File: src/rtl/drink_pkg.sv
// drink_pkg: shared types, widths and drink code encoding for the drink order requester.
package drink_pkg;
   localparam int CODE_W  = 4;
   localparam int DRINK_W = 3;
   typedef enum logic [2:0] {IDLE, REQ, WAIT, DONE, ERR} state_t;
   localparam logic [DRINK_W-1:0] DRINK_WASSER     = 3'd0;
   localparam logic [DRINK_W-1:0] DRINK_COLA       = 3'd1;
   localparam logic [DRINK_W-1:0] DRINK_ORANGE     = 3'd2;
   localparam logic [DRINK_W-1:0] DRINK_ZITRONE    = 3'd3;
   localparam logic [DRINK_W-1:0] DRINK_TEE        = 3'd4;
   localparam logic [DRINK_W-1:0] DRINK_KAFFEE     = 3'd5;
   localparam logic [DRINK_W-1:0] DRINK_CAPPUCCINO = 3'd6;
   localparam logic [DRINK_W-1:0] DRINK_LATTE      = 3'd7;
   function automatic logic [CODE_W-1:0] encode_code(input logic extra, input logic [DRINK_W-1:0] drink);
      return {extra, drink};
   endfunction
endpackage

File: src/rtl/wait_timer.sv
// wait_timer: cycle counter for the WAIT state with terminal count at TIMEOUT-1.
module wait_timer #(
   parameter int TIMEOUT = 20
) (
   input  logic       clk,
   input  logic       rst_n,
   input  logic       clear,
   input  logic       enable,
   output logic [7:0] count,
   output logic       tc
);
   always_ff @(posedge clk or negedge rst_n)
      if (!rst_n) count <= '0;
      else if (clear) count <= '0;
      else if (enable) count <= count + 8'd1;
   assign tc = count == 8'(TIMEOUT - 1);
endmodule

File: src/rtl/drink_order_requester.sv
// drink_order_requester: encodes a drink selection, requests a database match with
// timeout and cancel, reports a one-cycle result and counts served orders.
module drink_order_requester
   import drink_pkg::*;
#(
   parameter int TIMEOUT = 20,
   parameter int CNT_W   = 8
) (
   input  logic               clk,
   input  logic               rst_n,
   input  logic               sel_valid,
   input  logic [DRINK_W-1:0] sel_drink,
   input  logic               sel_extra,
   output logic               sel_ready,
   input  logic               cancel,
   output logic               db_enable,
   output logic [CODE_W-1:0]  db_code,
   input  logic               db_done,
   output logic               order_valid,
   output logic               order_err,
   output logic [CODE_W-1:0]  order_code,
   output logic [CNT_W-1:0]   served_cnt
);
   state_t     state, next_state;
   logic [7:0] timer;
   logic       tc, accept, enable_d, valid_d, err_d;
   assign sel_ready = state == IDLE;
   assign accept    = sel_valid && sel_ready;
   wait_timer #(.TIMEOUT(TIMEOUT)) u_timer (
      .clk    (clk),
      .rst_n  (rst_n),
      .clear  (state != WAIT),
      .enable (state == WAIT),
      .count  (timer),
      .tc     (tc)
   );
   always_ff @(posedge clk or negedge rst_n)
      if (!rst_n) begin
         state       <= IDLE;
         db_enable   <= 1'b0;
         db_code     <= '0;
         order_valid <= 1'b0;
         order_err   <= 1'b0;
         order_code  <= '0;
         served_cnt  <= '0;
      end else begin
         state       <= next_state;
         db_enable   <= enable_d;
         order_valid <= valid_d;
         order_err   <= err_d;
         if (accept) db_code <= encode_code(sel_extra, sel_drink);
         if (valid_d) order_code <= db_code;
         if (next_state == DONE && served_cnt != '1) served_cnt <= served_cnt + 1'b1;
      end
   // A done seen on the first WAIT cycle may be left over from a previous lookup.
   always_comb begin
      next_state = state;
      case (state)
         IDLE: next_state = accept ? REQ : IDLE;
         REQ:  next_state = cancel ? IDLE : WAIT;
         WAIT: next_state = (db_done && timer != 8'd0) ? DONE : tc ? ERR : cancel ? IDLE : WAIT;
         default: next_state = IDLE;
      endcase
   end
   always_comb begin
      enable_d = next_state == REQ || next_state == WAIT;
      valid_d  = next_state == DONE || next_state == ERR;
      err_d    = next_state == ERR;
   end
endmodule

File: config.mk
export PLATFORM = sky130hd
export DESIGN_NAME = drink_order_requester
export DESIGN_NICKNAME = d
export VERILOG_FILES = /design/src/rtl/drink_pkg.sv /design/src/rtl/wait_timer.sv /design/src/rtl/drink_order_requester.sv
export SDC_FILE = /design/constraint.sdc
export NUM_CORES = 1
export LEC_CHECK = 0
export ABC_AREA = 1
export CORE_ASPECT_RATIO = 1.75
export CORE_MARGIN = 5
export CORE_UTILIZATION = 55
export CTS_BUF_LIST = sky130_fd_sc_hd__clkbuf_16
export DETAILED_ROUTE_END_ITERATION = 7
export PLACE_DENSITY_LB_ADDON = 0.08
export SETUP_SLACK_MARGIN = 0.1
export SLEW_MARGIN = 10
export SYNTH_ARGS = -nofsm -noshare
export SYNTH_HDL_FRONTEND = slang
export SYNTH_SLANG_ARGS = --single-unit
export TNS_END_PERCENT = 20
File: constraint.sdc
create_clock -name clk -period 2.85 [get_ports clk]
set_input_delay 0.855 -clock clk [delete_from_list [all_inputs] [get_ports clk]]
set_output_delay 0.855 -clock clk [all_outputs]
set_load 0.01 [all_outputs]
==> results.md, run 1 <==
- Hold wc startpoint: db_code[1]$_DFFE_PN0P_
- CTS tree: done
- HPWL Detailed: 2400 µm
- Max Clk Rate: 425 MHz
- Layout area overhead: 29.5%
- Number of global-route vias before repair: 1,320
- WHS: 490 ps
- Worst-case reg-to-reg path depth: 7
- Fin. max-slew vios: 0
- Startpoint Class: register
- Reg-to-Reg Start: served_cnt[0]$_DFFE_PN0P_
- Clk root buf: clkbuf_16
- Total Routed Length: 3440 µm
- Drt drc: 0
- ANT cells: 0
- Max Root-Sink Buffers: 2
- Sequential power share: 39.8%
- DP Cell Count: 232
- First-pass GRT wire length: 5780 µm
- Die area: 4020 µm²
- Commonest non-fill, non-tap cell in the layout: nand2_1
- Final nets: 224
- Register bit total from synthesis: 30
- Crit path required time: 2000 ps
- Rows: 25
- DRT Pass-1 Iters: 5
- Synth warnings: 0
- CTS clk-pin slew, worst paths: 50 ps
- Most frequent cells in the layout: 55 x nand2_1, 30 x dfrtp_1, 28 x clkdlybuf4s50_1
- Int Pwr: 966 µW
- DIE WIDTH: 50.1 µm
- WP data arrival: 1500 ps
- Initial Utilization: 57.0%
- Clock sink total: 30
- Hold_buf cts: 0
- Sequential share of the synthesized area: 48.4%
- DR vias/cell: 5.39
- Remaining Overflow, GRT: 0
- # fillers: 206
- Type of the tightest min-delay check: reg2reg
- Pwr Density: 672 nW/µm²
- Final Hold Fails: 0
- GPL Wtd Cong: 0.751
- Final period utilization: 82.7%
- Setup TNS: 0 ps
- Critical-path cell list: nor3_2 > clkdlybuf4s50_1
- Post_cts resized: 0
- Min Clock Period, post-route: 2360 ps
- Crit path largest cell delay: 560 ps
- Net count after synthesis: 188
- Setup Crit Path Kind: reg2out
- Slew @ Worst Pin: 385 ps
- Switch share: 28.4%
- Comb pwr share: 24.0%
- Clock power frac: 36.1%
- Slew headroom: 74.2%
- IO buf count: 28
- Final Skew: 9.34 ps
- Setup-failing EPs final: 0
- Finished Layout Cells: 239
- Avg WL per Cell: 14.4 µm
- Cts bufs inserted: 5
- Avg Synthesized Cell Area: 8.81 µm²
- Final ANT Viol Nets: 0
- Layout cell share with drive strength beyond 1: 14.2%
- Die H: 80.2 µm
- Via count: 1,288
- Worst-skew pair later-pin latency: 270 ps
- IO Count: 29
- H-tree depth: 2
- Leak: 0.00102 µW
- CP Launch Point: state[2]$_DFF_PN0_
- Largest net degree at the start of global routing: 31
- GRT Total Usage: 18.5%
- Peak VDD IR: 0.632 mV
- CP max stage cell: clkdlybuf4s50_1
- Worst hold stages: 2
- Post-CTS setup repair buffer count: 0
- CP Capture Type: output pin
- Cells after Synth: 176
- Initial antenna violation count: 0
- Core area: 2720 µm²
- Crit path max fanout: 3
- Outcome: finished, final reports clean
- RSZ-0062 raised after global routing: false
- Syn Std Cell Area: 1550 µm²
- Max cap viols: 0
- Number of distinct library cells after synthesis: 25
- Switching power: 383 µW
- Iteration-0 DRC count of the detailed router: 30
cells by family after synthesis:
group / after synthesis / synth area share (%)
flops: 30 / 48.4
xor+xnor: 4 / 2.26
simple gates: 110 / 37.9
buf+inv: 19 / 4.92
compound gates: 10 / 4.12
fa+ha+maj: 3 / 2.42
metal layers:
layer	vias to the layer above	global-route usage, %	wire (µm)
met2	37	32.7	1920
met1	614	19.2	1280
li1	628	-	-
met5	-	0	0
met4	0	9.71	94
met3	9	5.01	142
flip-flops by register name (all words and copies together), names as in the netlist:
name           count
db_code            4
order_code         4
u_timer.count      8
state              3
served_cnt         8
order_valid        1
db_enable          1
order_err          1
cell usage after synthesis:
cell type | n | area [µm²]
nand3_1 | 18 | 90.1
nor2_8 | 2 | 40.0
inv_1 | 16 | 60.1
o21bai_1 | 1 | 7.51
nand4_1 | 2 | 12.5
nand3_2 | 2 | 20.0
o21ai_0 | 4 | 20.0
dfrtp_1 | 30 | 751
xnor2_1 | 1 | 8.76
inv_2 | 2 | 7.51
nor3_1 | 2 | 10.0
inv_6 | 1 | 8.76
ha_1 | 3 | 37.5
nor2_1 | 14 | 52.6
nand3_4 | 2 | 35.0
nand2_1 | 55 | 206
nor3_2 | 1 | 10.0
o21ai_4 | 1 | 16.3
nor2_2 | 1 | 6.26
nand2_4 | 3 | 33.8
a21oi_1 | 4 | 20.0
nor2_4 | 4 | 45.0
nor4_1 | 1 | 6.26
nand2_2 | 3 | 18.8
xor2_1 | 3 | 26.3
worst max-delay path, delay by kind of cell, from the launching register on:
family / cells / cell delay (ps)
AND/OR/NAND/NOR: 1 / 220
buffers and inverters: 1 / 560
flip-flops: 1 / 450
final timing paths:
check,to,slack [ps]
max,sel_ready,490
min,order_code[1]$_DFFE_PN0P_,490
max reg2reg,served_cnt[0]$_DFFE_PN0P_,1390
min reg2reg,order_code[1]$_DFFE_PN0P_,490
max in group asynchronous,db_code[2]$_DFFE_PN0P_,1580
min in group asynchronous,u_timer.count[6]$_DFF_PN0_,970
layout make-up:
cell class	count	area (µm²)	area share, %
clock buffer	5	125	6.23
sequential	30	751	37.4
inverter	19	76.3	3.80
multi-input combinational	127	723	36.0
tap	27	33.8	1.68
timing repair buffer	29	288	14.3
clock inverter	2	10.0	0.499
power by group through the flow:
stage	Clock [µW]	Combinational, µW	Sequential [µW]
floorplan	0	129	563
global placement	0	313	540
detailed placement	0	325	543
CTS	490	330	538
global route	512	353	548
finish	487	324	537
stage by stage:
stage / worst slack [ps] / total power, µW / instance area, µm² / util (%)
finish: 494 / 1350 / 2010 / 73.7
global route: 424 / 1410 / 2010 / 73.7
CTS: 481 / 1360 / 2010 / 73.7
detailed placement: 770 / 868 / 1870 / 68.8
global placement: 791 / 852 / 1870 / 68.8
floorplan: 1270 / 692 / 1550 / -
(Power assumes the default switching activity.)
==> run 2: changes to the inputs <==
CORE_UTILIZATION = 46   (was 55)
clock period = 2.1 ns   (was 2.85 ns; I/O delays follow)
==> run 2 against run 1 <==
Clock-buffer cell count unchanged. Register-to-register slack lost 690 ps. Clock power grew 38%. Clock skew is 3.2 ps lower. Global-route usage fell by 2.5 points. Sequential share of layout area down 0.43 points. Setup slack worse by 370 ps. Combinational power rose by 31%. Wire length decreased by 7.7%. Sequential power increased by 35%. First-iteration DRC count is 47% lower.
==> results.md, run 2 (synthesized netlist as in run 1, its figures left out) <==
- IO Count: 29 (unchanged)
- Final ANT Viol Nets: 0 (unchanged)
- Core area: 3330 µm² (+22%)
- Leak: 0.00101 µW (-0.47%)
- WHS: 486 ps (-3.92 ps)
- CP delay by family, top: buffers and inverters
- Most frequent cells in the layout: 55 x nand2_1, 28 x dfrtp_1, 27 x clkdlybuf4s50_1
- HPWL Detailed: 2380 µm (-0.77%)
- Largest net degree at the start of global routing: 31 (unchanged)
- Biggest regs: served_cnt: 8 flops, u_timer.count: 8 flops
- Final Hold Fails: 0 (unchanged)
- Type of the tightest min-delay check: reg2reg
- Drt drc: 0 (unchanged)
- Total Routed Length: 3180 µm (-7.7%)
- Post-CTS setup repair buffer count: 0 (unchanged)
- Initial Utilization: 46.6% (-10 points)
- GRT Total Usage: 16.0% (-2.5 points)
- Setup Crit Path Kind: reg2out
- Reg2reg setup slack: 700 ps (-690 ps)
- Cts bufs inserted: 5 (unchanged)
- Layout area overhead: 31.4%
- H-tree depth: 2 (unchanged)
- Fin. max-slew vios: 0 (unchanged)
- Final period utilization: 93.9%
- Commonest non-fill, non-tap cell in the layout: nand2_1
- Via count: 1,238 (-3.9%)
- Outcome: finished, final reports clean
- Crit path largest cell delay: 590 ps (+30 ps)
- Startpoint Class: register
- Die H: 86.8 µm (+8.2%)
- Max cap viols: 0 (unchanged)
- CP Capture Type: output pin
- Iteration-0 DRC count of the detailed router: 16 (-47%)
- RSZ-0062 raised after global routing: true
- Critical-path cell list: clkdlybuf4s50_1
- DR vias/cell: 4.80 (-11%)
- Power Total: 1820 µW (+35%)
- # fillers: 283 (+37%)
- Final nets: 224 (unchanged)
- Die area: 4680 µm² (+16%)
- CTS tree: done
- Hold_buf cts: 0 (unchanged)
- Min Clock Period, post-route: 1970 ps
- Avg WL per Cell: 12.3 µm (-14%)
- Rows: 28 (+12%)
- Crit path max fanout: 5 (+2)
- ANT cells: 0 (unchanged)
- Remaining Overflow, GRT: 0 (unchanged)
- First-pass GRT wire length: 5570 µm (-3.7%)
- Pwr Density: 894 nW/µm² (+33%)
- DRT Pass-1 Iters: 4 (-1)
- Final Skew: 6.10 ps (-3.24 ps)
- DIE WIDTH: 53.9 µm (+7.5%)
- Number of global-route vias before repair: 1,319 (-0.076%)
- Setup TNS: 0 ps (unchanged)
- GPL Wtd Cong: 0.770 (+2.4%)
- Max Root-Sink Buffers: 2 (unchanged)
- Clock sink total: 30 (unchanged)
- Slew @ Worst Pin: 381 ps (-4.40 ps)
- Util after Layout: 61.2% (-13 points)
- WP data arrival: 1340 ps (-160 ps)
- Peak VDD IR: 0.687 mV (+8.8%)
- CP max stage cell: clkdlybuf4s50_1
- Initial antenna violation count: 0 (unchanged)
- Slew headroom: 74.6% (+0.39 points)
- Area of the multi-input gates: 723 µm² (unchanged)
- Register area: 753 µm² (+0.33%)
- Crit path required time: 1470 ps (-530 ps)
- Max Clk Rate: 507 MHz
- CP Buf/Inv Count: 1 (unchanged)
- IO buf count: 28 (unchanged)
- Setup-failing EPs final: 0 (unchanged)
- Worst-skew pair later-pin latency: 270 ps (about the same)
- CTS clk-pin slew, worst paths: 50 ps (about the same)
- Layout cell share with drive strength beyond 1: 15.0% (+0.87 points)
- Clk root buf: clkbuf_16
==> run 2: per-stage QoR <==
stage | worst slack [ps] | instance area, µm² | instances
after floorplan | 748 | 1550 | 176
after global placement | 261 | 1890 | 250
after detailed placement | 233 | 1890 | 250
after CTS | 128 | 2040 | 258
after global routing | 98.4 | 2040 | 258
final | 128 | 2040 | 258
==> run 2: routing by layer <==
metal,up-vias,wire length [µm],GRT usage [%]
met3,5,98,3.79
li1,632,-,-
met5,-,0,0
met1,581,1300,17.1
met4,0,59,8.14
met2,20,1720,27.8
==> run 2: power by group <==
part / switching, µW / leakage [µW] / total (µW) / internal [µW]
Sequential: 63.3 / 0.000402 / 727 / 664
Clock: 240 / 0.0000672 / 671 / 431
Combinational: 206 / 0.000544 / 423 / 217
Total: 510 / 0.00101 / 1820 / 1310
==> run 2: final timing paths <==
kind	from	endpoint	cells after the start
worst min register to register	u_timer.count[0]$_DFF_PN0_	u_timer.count[0]$_DFF_PN0_	1
worst max register to register	u_timer.count[0]$_DFF_PN0_	order_code[0]$_DFFE_PN0P_	8
worst min-delay path	u_timer.count[0]$_DFF_PN0_	u_timer.count[0]$_DFF_PN0_	1
max in group asynchronous	rst_n	served_cnt[3]$_DFFE_PN0P_	2
min in group asynchronous	rst_n	u_timer.count[3]$_DFF_PN0_	2
worst max-delay path	served_cnt[6]$_DFFE_PN0P_	served_cnt[6]	1
==> run 2: repair_timing <==
item                       in CTS  in global routing
pin swaps                       0                  0
gates resized for setup         2                  1
setup endpoints to repair       1                  2
==> run 2: final cells by class <==
cell class,count,share of cell area [%]
sequential,30,37.0
multi-input combinational,127,35.5
timing repair buffer,29,14.1
clock buffer,5,6.14
inverter,19,3.75
tap,45,2.76
clock inverter,3,0.799
